--- config.mk ---
export PLATFORM = sky130hd
export DESIGN_NAME = cache_arbiter_flat
export DESIGN_NICKNAME = d
export VERILOG_FILES = /design/src/rtl/cache_arbiter_pkg.sv /design/src/rtl/cache_arbiter_if.sv /design/src/rtl/cache_arbiter_grant_sel.sv /design/src/rtl/cache_arbiter.sv /design/src/flat_wrapper.sv
export SDC_FILE = /design/constraint.sdc
export NUM_CORES = 1
export LEC_CHECK = 0
export CAP_MARGIN = 0
export CORE_AREA = 5 5 530 532
export DETAILED_ROUTE_END_ITERATION = 6
export DIE_AREA = 0 0 535 537
export PLACE_DENSITY_LB_ADDON = 0.12
export SYNTH_ARGS = -nofsm -noshare
export SYNTH_HDL_FRONTEND = slang
export SYNTH_SLANG_ARGS = --single-unit
--- constraint.sdc ---
create_clock -name clk -period 3 [get_ports clk]
set_input_delay 0.9 -clock clk [delete_from_list [all_inputs] [get_ports clk]]
set_output_delay 0.9 -clock clk [all_outputs]
set_load 0.03 [all_outputs]
--- src/rtl/cache_arbiter_pkg.sv ---
// Shared types for the cache arbiter.
//   arb_state_t : arbiter FSM states
//   arb_grant_t : which cache holds / receives the memory port
//   ARB_ADDR_WIDTH / ARB_LINE_WIDTH : default byte-address and line widths
package cache_arb_types;

   localparam int ARB_ADDR_WIDTH = 32;
   localparam int ARB_LINE_WIDTH = 256;

   typedef enum logic [1:0] {
      ARB_IDLE   = 2'd0,
      ARB_ICACHE = 2'd1,
      ARB_DCACHE = 2'd2
   } arb_state_t;

   typedef enum logic {
      GRANT_I = 1'b0,
      GRANT_D = 1'b1
   } arb_grant_t;

endpackage

--- src/rtl/cache_arbiter_if.sv ---
// Line-port bundle between icache, dcache, the arbiter and physical memory.
//   i_pmem_*  : icache line-read request / response
//   d_pmem_*  : dcache line-read / writeback request / response
//   pmem_*    : single shared memory line port
// Modports:
//   slave  : the arbiter's view (takes cache requests, drives memory strobes)
//   master : the environment's view (caches and memory)
interface cache_arbiter_if #(
   parameter int ADDR_WIDTH = cache_arb_types::ARB_ADDR_WIDTH,
   parameter int LINE_WIDTH = cache_arb_types::ARB_LINE_WIDTH
);
   logic                  i_pmem_read;
   logic [ADDR_WIDTH-1:0] i_pmem_address;
   logic                  i_pmem_resp;
   logic [LINE_WIDTH-1:0] i_pmem_rdata;

   logic                  d_pmem_read;
   logic                  d_pmem_write;
   logic [ADDR_WIDTH-1:0] d_pmem_address;
   logic [LINE_WIDTH-1:0] d_pmem_wdata;
   logic                  d_pmem_resp;
   logic [LINE_WIDTH-1:0] d_pmem_rdata;

   logic                  pmem_read;
   logic                  pmem_write;
   logic [ADDR_WIDTH-1:0] pmem_address;
   logic [LINE_WIDTH-1:0] pmem_wdata;
   logic                  pmem_resp;
   logic [LINE_WIDTH-1:0] pmem_rdata;

   modport slave (
      input  i_pmem_read, i_pmem_address,
      output i_pmem_resp, i_pmem_rdata,
      input  d_pmem_read, d_pmem_write, d_pmem_address, d_pmem_wdata,
      output d_pmem_resp, d_pmem_rdata,
      output pmem_read, pmem_write, pmem_address, pmem_wdata,
      input  pmem_resp, pmem_rdata
   );

   modport master (
      output i_pmem_read, i_pmem_address,
      input  i_pmem_resp, i_pmem_rdata,
      output d_pmem_read, d_pmem_write, d_pmem_address, d_pmem_wdata,
      input  d_pmem_resp, d_pmem_rdata,
      input  pmem_read, pmem_write, pmem_address, pmem_wdata,
      output pmem_resp, pmem_rdata
   );

endinterface

--- src/rtl/cache_arbiter_grant_sel.sv ---
// Grant selection for the cache arbiter (purely combinational grant).
// Build option ARBITER_RR_EN:
//   defined   : round-robin on contention; a last-grant flag (reset to dcache)
//               is kept here and updated on every accepted grant
//   undefined : fixed priority, dcache wins contention; no flag exists
// Ports:
//   clk, rst     : clock and synchronous active-high reset (flag only)
//   req_i, req_d : pending icache / dcache requests
//   take         : the arbiter accepts the grant this cycle
//   grant        : selected cache
module arb_grant_sel
   import cache_arb_types::*;
(
   input  logic       clk,
   input  logic       rst,
   input  logic       req_i,
   input  logic       req_d,
   input  logic       take,
   output arb_grant_t grant
);

`ifdef ARBITER_RR_EN
   arb_grant_t last_q, last_d;

   always_comb begin
      grant  = GRANT_I;
      last_d = last_q;
      if (req_i && req_d) begin
         if (last_q == GRANT_D) grant = GRANT_I;
         else                   grant = GRANT_D;
      end else if (req_d) begin
         grant = GRANT_D;
      end
      if (take) last_d = grant;
   end

   // Reset to dcache so the first contended grant goes to the icache.
   always_ff @(posedge clk) begin
      if (rst) last_q <= GRANT_D;
      else     last_q <= last_d;
   end
`else
   logic unused_ok;
   assign unused_ok = &{1'b0, clk, rst, take, req_i};

   always_comb begin
      grant = GRANT_I;
      if (req_d) grant = GRANT_D;
   end
`endif

endmodule

--- src/rtl/cache_arbiter.sv ---
// Shares one physical-memory line port between the icache and dcache.
// One full-line transaction is outstanding at a time; the winning request
// is latched on grant and memory is driven only from the latched copy.
// Responses are routed combinationally from pmem_resp to the granted cache.
// Grant policy comes from arb_grant_sel (build option ARBITER_RR_EN).
// Ports:
//   clk : clock, rising edge
//   rst : synchronous active-high reset
//   bus : cache_arbiter_if.slave (cache request/response and memory port)
//
// state      | meaning
// ARB_IDLE   | no strobes; grant a pending request and latch it
// ARB_ICACHE | icache line read on memory, waiting for pmem_resp
// ARB_DCACHE | dcache read or writeback on memory, waiting for pmem_resp
module cache_arbiter
   import cache_arb_types::*;
#(
   parameter int ADDR_WIDTH = ARB_ADDR_WIDTH,
   parameter int LINE_WIDTH = ARB_LINE_WIDTH
) (
   input  logic           clk,
   input  logic           rst,
   cache_arbiter_if.slave bus
);

   arb_state_t            state_q, state_d;
   logic [ADDR_WIDTH-1:0] addr_q, addr_d;
   logic [LINE_WIDTH-1:0] wdata_q, wdata_d;
   logic                  write_q, write_d;

   logic       req_i, req_d, grant_take;
   arb_grant_t grant;

   assign req_i      = bus.i_pmem_read;
   assign req_d      = bus.d_pmem_read | bus.d_pmem_write;
   assign grant_take = (state_q == ARB_IDLE) & (req_i | req_d);

   arb_grant_sel u_grant_sel (
      .clk   (clk),
      .rst   (rst),
      .req_i (req_i),
      .req_d (req_d),
      .take  (grant_take),
      .grant (grant)
   );

   always_comb begin
      state_d         = state_q;
      addr_d          = addr_q;
      wdata_d         = wdata_q;
      write_d         = write_q;
      bus.pmem_read   = 1'b0;
      bus.pmem_write  = 1'b0;
      bus.i_pmem_resp = 1'b0;
      bus.d_pmem_resp = 1'b0;
      case (state_q)
         ARB_IDLE: begin
            if (grant_take) begin
               if (grant == GRANT_D) begin
                  state_d = ARB_DCACHE;
                  addr_d  = bus.d_pmem_address;
                  wdata_d = bus.d_pmem_wdata;
                  // Writeback wins over a simultaneous read; the dcache
                  // re-issues the read after this response.
                  write_d = bus.d_pmem_write;
               end else begin
                  state_d = ARB_ICACHE;
                  addr_d  = bus.i_pmem_address;
                  write_d = 1'b0;
               end
            end
         end
         ARB_ICACHE: begin
            bus.pmem_read   = 1'b1;
            bus.i_pmem_resp = bus.pmem_resp;
            if (bus.pmem_resp) state_d = ARB_IDLE;
         end
         ARB_DCACHE: begin
            bus.pmem_read   = ~write_q;
            bus.pmem_write  = write_q;
            bus.d_pmem_resp = bus.pmem_resp;
            if (bus.pmem_resp) state_d = ARB_IDLE;
         end
         default: state_d = ARB_IDLE;
      endcase
   end

   assign bus.pmem_address = addr_q;
   assign bus.pmem_wdata   = wdata_q;
   assign bus.i_pmem_rdata = bus.pmem_rdata;
   assign bus.d_pmem_rdata = bus.pmem_rdata;

   always_ff @(posedge clk) begin
      if (rst) begin
         state_q <= ARB_IDLE;
         addr_q  <= '0;
         wdata_q <= '0;
         write_q <= 1'b0;
      end else begin
         state_q <= state_d;
         addr_q  <= addr_d;
         wdata_q <= wdata_d;
         write_q <= write_d;
      end
   end

endmodule

--- src/flat_wrapper.sv ---
// flat-port wrapper written by rule: the top's interface ports become plain ports
module cache_arbiter_flat import cache_arb_types::*;
#(
   parameter int ADDR_WIDTH = ARB_ADDR_WIDTH,
   parameter int LINE_WIDTH = ARB_LINE_WIDTH
)
  (clk, rst, bus_i_pmem_read, bus_i_pmem_address, bus_i_pmem_resp, bus_i_pmem_rdata, bus_d_pmem_read, bus_d_pmem_write, bus_d_pmem_address, bus_d_pmem_wdata, bus_d_pmem_resp, bus_d_pmem_rdata, bus_pmem_read, bus_pmem_write, bus_pmem_address, bus_pmem_wdata, bus_pmem_resp, bus_pmem_rdata);
  cache_arbiter_if #(.ADDR_WIDTH(ADDR_WIDTH), .LINE_WIDTH(LINE_WIDTH)) bus_i ();
  input  logic clk;
  input  logic rst;
  input wire logic [$bits(bus_i.i_pmem_read)-1:0] bus_i_pmem_read;
  input wire logic [$bits(bus_i.i_pmem_address)-1:0] bus_i_pmem_address;
  output wire logic [$bits(bus_i.i_pmem_resp)-1:0] bus_i_pmem_resp;
  output wire logic [$bits(bus_i.i_pmem_rdata)-1:0] bus_i_pmem_rdata;
  input wire logic [$bits(bus_i.d_pmem_read)-1:0] bus_d_pmem_read;
  input wire logic [$bits(bus_i.d_pmem_write)-1:0] bus_d_pmem_write;
  input wire logic [$bits(bus_i.d_pmem_address)-1:0] bus_d_pmem_address;
  input wire logic [$bits(bus_i.d_pmem_wdata)-1:0] bus_d_pmem_wdata;
  output wire logic [$bits(bus_i.d_pmem_resp)-1:0] bus_d_pmem_resp;
  output wire logic [$bits(bus_i.d_pmem_rdata)-1:0] bus_d_pmem_rdata;
  output wire logic [$bits(bus_i.pmem_read)-1:0] bus_pmem_read;
  output wire logic [$bits(bus_i.pmem_write)-1:0] bus_pmem_write;
  output wire logic [$bits(bus_i.pmem_address)-1:0] bus_pmem_address;
  output wire logic [$bits(bus_i.pmem_wdata)-1:0] bus_pmem_wdata;
  input wire logic [$bits(bus_i.pmem_resp)-1:0] bus_pmem_resp;
  input wire logic [$bits(bus_i.pmem_rdata)-1:0] bus_pmem_rdata;
  assign bus_i.i_pmem_read = bus_i_pmem_read;
  assign bus_i.i_pmem_address = bus_i_pmem_address;
  assign bus_i_pmem_resp = bus_i.i_pmem_resp;
  assign bus_i_pmem_rdata = bus_i.i_pmem_rdata;
  assign bus_i.d_pmem_read = bus_d_pmem_read;
  assign bus_i.d_pmem_write = bus_d_pmem_write;
  assign bus_i.d_pmem_address = bus_d_pmem_address;
  assign bus_i.d_pmem_wdata = bus_d_pmem_wdata;
  assign bus_d_pmem_resp = bus_i.d_pmem_resp;
  assign bus_d_pmem_rdata = bus_i.d_pmem_rdata;
  assign bus_pmem_read = bus_i.pmem_read;
  assign bus_pmem_write = bus_i.pmem_write;
  assign bus_pmem_address = bus_i.pmem_address;
  assign bus_pmem_wdata = bus_i.pmem_wdata;
  assign bus_i.pmem_resp = bus_pmem_resp;
  assign bus_i.pmem_rdata = bus_pmem_rdata;
  cache_arbiter #(.ADDR_WIDTH(ADDR_WIDTH), .LINE_WIDTH(LINE_WIDTH)) u_core (.clk(clk), .rst(rst), .bus(bus_i));
endmodule
[Word level (Yosys, flattened, before mapping)]
Cells that the tools add are included.
Widths: inputs -> output; s select.
Word-level totals
  bits in registers: 291
  input bits: 582
  output and inout bits: 804
  logic and storage cells: 28
Cells by class
  eq/ne operators: 4
  mux-type cells: 11
  bitwise operators: 4
  reductions and logical operators: 5
Operators with widths (count)
  $mux 32: 1
  $mux 2: 3
  $mux 1: 5
  $ne 2x1->1 const B: 2
  $pmux 2 s2: 1
  $reduce_and 2->1: 2
  $reduce_and 3->1: 1
  $eq 2x1->1 const B: 1
  $eq 2x2->1 const B: 1
  $logic_not 2->1: 1
  $or 1x1->1: 2
  $pmux 1 s2: 1
  $reduce_or 2->1: 1
  $and 1x1->1: 1
  $not 1->1: 1

[Logic depth before layout (Yosys ltp)]
  depth in word-level cells: 5
  mapped depth: 8

[Hierarchy]
Synthesis repeated with hierarchy kept, for this count alone.
Unflattened totals
  cells, all modules: 1794
  area, all modules: 14263.7 um^2
Modules (own cells, without submodules)
  cache_arbiter: times used 1, cells an instance 1793, area each 14256.2 um^2, sequential area each 5825.6 um^2
  arb_grant_sel: times used 1, cells an instance 1, area each 7.5 um^2, sequential area each 0.0 um^2

[Worst setup path before layout]
No wires, ideal clock.
  path kind: input -> output
  start point: in bus_pmem_resp
  end point: out bus_d_pmem_resp
  arrival: 1.181 ns
  required time: 2.100 ns
  setup slack: 0.919 ns
  stages on the path: 1
  buffers on the path: 0
  cells stage by stage: and2_1
On the way
  word-level cells in the longest chain between the ends: 1
RTL lines
  start: declaration: RTL line flat_wrapper.sv:25  | input wire logic [$bits(bus_i.pmem_resp)-1:0] bus_pmem_resp;
  $mux 1: RTL line cache_arbiter.sv:56  | case (state_q)
  end: declaration: RTL line flat_wrapper.sv:19  | output wire logic [$bits(bus_i.d_pmem_resp)-1:0] bus_d_pmem_resp;
No other way between the ends.

[Worst setup path in the final report]
  start point: reg u_core.wdata_q[210] (netlist: u_core.bus.pmem_wdata[210])
  end point: out bus_pmem_wdata[210]
RTL lines
  start: declaration: RTL line cache_arbiter.sv:28  | logic [LINE_WIDTH-1:0] wdata_q, wdata_d;
  start signal: assignment: RTL line cache_arbiter.sv:102  | wdata_q <= wdata_d;
  end: declaration: RTL line flat_wrapper.sv:24  | output wire logic [$bits(bus_i.pmem_wdata)-1:0] bus_pmem_wdata;
No word-level cell between the ends.

==> out/summary.txt <==
Status: finished, final reports clean
Worst EP required: 2100 ps
Largest cells by area after synthesis: dfxtp_1, buf_4, nand2_1
Placed Cells: 5590
Top FF cell, synth: dfxtp_1
Most common cell in the netlist: nand2_1
Clock Path Buffers: 3
Total GRT Usage: 0.0881
Sw Ratio: 0.371
Logic pwr share: 0.296
First drt pass iteration count: 4
First-pass GRT wire length: 162000 µm
Synth async-reset ratio: 0
Int Pwr: 9170 µW
Crit end category: output port
Synth Warn #: 0
Slew @ Worst Pin: 730 ps
Period utilisation layout: 0.950
Clock Power Share: 0.391
Area delta synth->final: 58.7%
Peak VDD IR: 0.382 mV
Total power: 14600 µW
Share of cells above drive strength 1: 0.100
Register clock-pin slew on the reported worst setup and hold paths: 60 ps
Fmax: 351 MHz
MaxCap Viol Count: 0
Clock Skew: 26.5 ps
Root Driver: clkbuf_16
Post-DP HPWL: 113000 µm
Slowest cell on crit path: clkdlybuf4s50_1
Post-Route WL: 132000 µm
Clock Latency Late Sink: 650 ps
Vias in the first global route: 13291
Number of flops mapped to enable cells by yosys: 0
Cells after Synth: 1832
Met2 Wirelength: 55700 µm
Drt initial violations: 353
Metal3 WL: 27900 µm
Synthesized area per cell: 7.91 µm²
P_sw: 5410 µW
Final setup TNS: 0 ps
Post-Syn Area: 0.0145 mm²
Number of buffers created by CTS: 49
DP Worst Slack: 246 ps
CP Class: flip-flop to output port
Max H-tree Level: 2
Crit path DAT: 1950 ps
Post_cts resized: 8
CP max FO: 2
Largest area contributor in the netlist: dfxtp_1
Placer Congestion: 0.710
Pwr per Cell Area: 634 mW/mm²
Vias per inst: 2.20
Synth cell count leaders: nand2_1, buf_4, dfxtp_1
Drt wl/cell: 23.3 µm
Sink Count: 291
Post-CTS Hold Buffers: 0
Largest stage delay on the critical path: 930 ps
CORE AREA: 0.276 mm²
Final Slew Violations: 0
Die Area: 0.287 mm²
Fin. Hold Viols: 0
Crit start category: flip-flop
Final std cells w/o fill: 5677
Die Y: 537 µm
Layout Nets: 2521
Largest net degree at the start of global routing: 66
Share of the synthesized area in the top cell type: 0.402
Die width: 535 µm
GRT overflow: 0
Final worst path period need: 2850 ps
Row count: 193
Netlist cell types: 21
Residual DRC: 0
Synth Register Bits: 291
Final setup fails: 0
Vias: 12469
Worst-path cell chain: clkdlybuf4s50_1
Fillers: 32216
Minimum hold slack: 452 ps
Ports: 1386
Post-route ant nets: 0
Highest routed layer: met5
PortBufs: 617
Initial antenna violation count: 43
Delay-heaviest family, CP: buffers and inverters
Initial Utilization: 0.0526
Seq/Total Area, Yosys: 0.402
Post-CTS Setup Inserts: 0
Worst slew margin: 0.513
Sequential share of power: 0.313
Worst path buffer plus inverter count: 1
M1 WL: 43300 µm
Leakage: 0.00740 µW
Final worst slack: 150 ps
Hold Crit Class: flip-flop to flip-flop
RSZ-0062 raised after global routing: false
CTS tree: yes
Syn_nets: 2417
[per-stage QoR]
| step | area (µm²) | utilization |
|---|---|---|
| 2_1_floorplan | 14500 | - |
| 4_1_cts | 23000 | 0.0834 |
| 3_3_place_gp | 21500 | 0.0780 |
| 6_report | 23000 | 0.0835 |
| 3_5_place_dp | 21500 | 0.0780 |
| 5_1_grt | 23000 | 0.0834 |
[worst register-to-register path: cells and delay by family (launching register included)]
kind | cells | cell delay (ps)
compound gates | 2 | 360
buf+inv | 3 | 710
flops | 1 | 330
fa+ha+maj | 1 | 400
simple gates | 1 | 100
[state kept, by name (all words and copies together), names as in the netlist]
| signal | cells |
|---|---|
| u_core.bus.pmem_wdata | 256 |
| u_core.bus.pmem_address | 32 |
| u_core.state_q | 2 |
| u_core.write_q | 1 |
[area by class of cell]
cell class / instances / area [µm²] / area share
timing repair buffer: 672 / 6750 / 0.293
tap: 3705 / 4640 / 0.202
antenna: 4 / 10.0 / 0.000435
multi-input combinational: 920 / 4270 / 0.186
sequential: 291 / 5830 / 0.253
inverter: 2 / 7.51 / 0.000326
clock inverter: 14 / 139 / 0.00604
clock buffer: 69 / 1360 / 0.0592
[cells by family after synthesis]
logic type,Yosys count,synth area share
flip-flops,291,0.402
adder cells (fa/ha/maj),3,0.00259
AO/OA/AOI/OAI,330,0.137
AND/OR/NAND/NOR,587,0.154
buffers and inverters,621,0.305
[per-layer routing]
| layer | global-route usage | vias up |
|---|---|---|
| li1 | - | 5575 |
| met1 | 0.0818 | 5614 |
| met2 | 0.134 | 948 |
| met3 | 0.0851 | 328 |
| met4 | 0.0308 | 4 |
| met5 | 0.00362 | - |
[cell usage in the layout, fill, tap and decap left out, drive strengths merged]
cell type	instances
and2	3
nor3	1
bufinv	2
nor2	34
clkbuf	69
clkdlybuf4s50	568
o21a	2
nand2	545
inv	4
a22oi	1
nand2b	1
dfxtp	291
dlymetal6s2s	4
dlygate4sd2	8
nor2b	3
ha	3
diode	4
a311oi	32
a21oi	259
o31a	1
clkinv	7
o21ai	35
buf	92
clkinvlp	3
[power groups by stage]
stage	sequential [µW]	combinational, µW	clock (µW)
final	4560	4320	5700
after global routing	4630	4790	6200
after CTS	4580	4590	6160
after detailed placement	4660	4580	0
after global placement	4650	4620	0
after floorplan	5400	2420	0
[path summary, 6_finish.rpt]
check	from	endpoint	slack (ps)	cells past startpoint
worst max-delay path	u_core.bus.pmem_wdata[210]$_SDFFE_PP0P_	bus_pmem_wdata[210]	150	1
worst min-delay path	u_core.bus.pmem_wdata[193]$_SDFFE_PP0P_	u_core.bus.pmem_wdata[193]$_SDFFE_PP0P_	450	2
worst max register to register	u_core.state_q[0]$_SDFFE_PP0P_	u_core.bus.pmem_wdata[139]$_SDFFE_PP0P_	1030	7
worst min register to register	u_core.bus.pmem_wdata[193]$_SDFFE_PP0P_	u_core.bus.pmem_wdata[193]$_SDFFE_PP0P_	450	2
No activity file was read; power rests on OpenSTA's default activity.
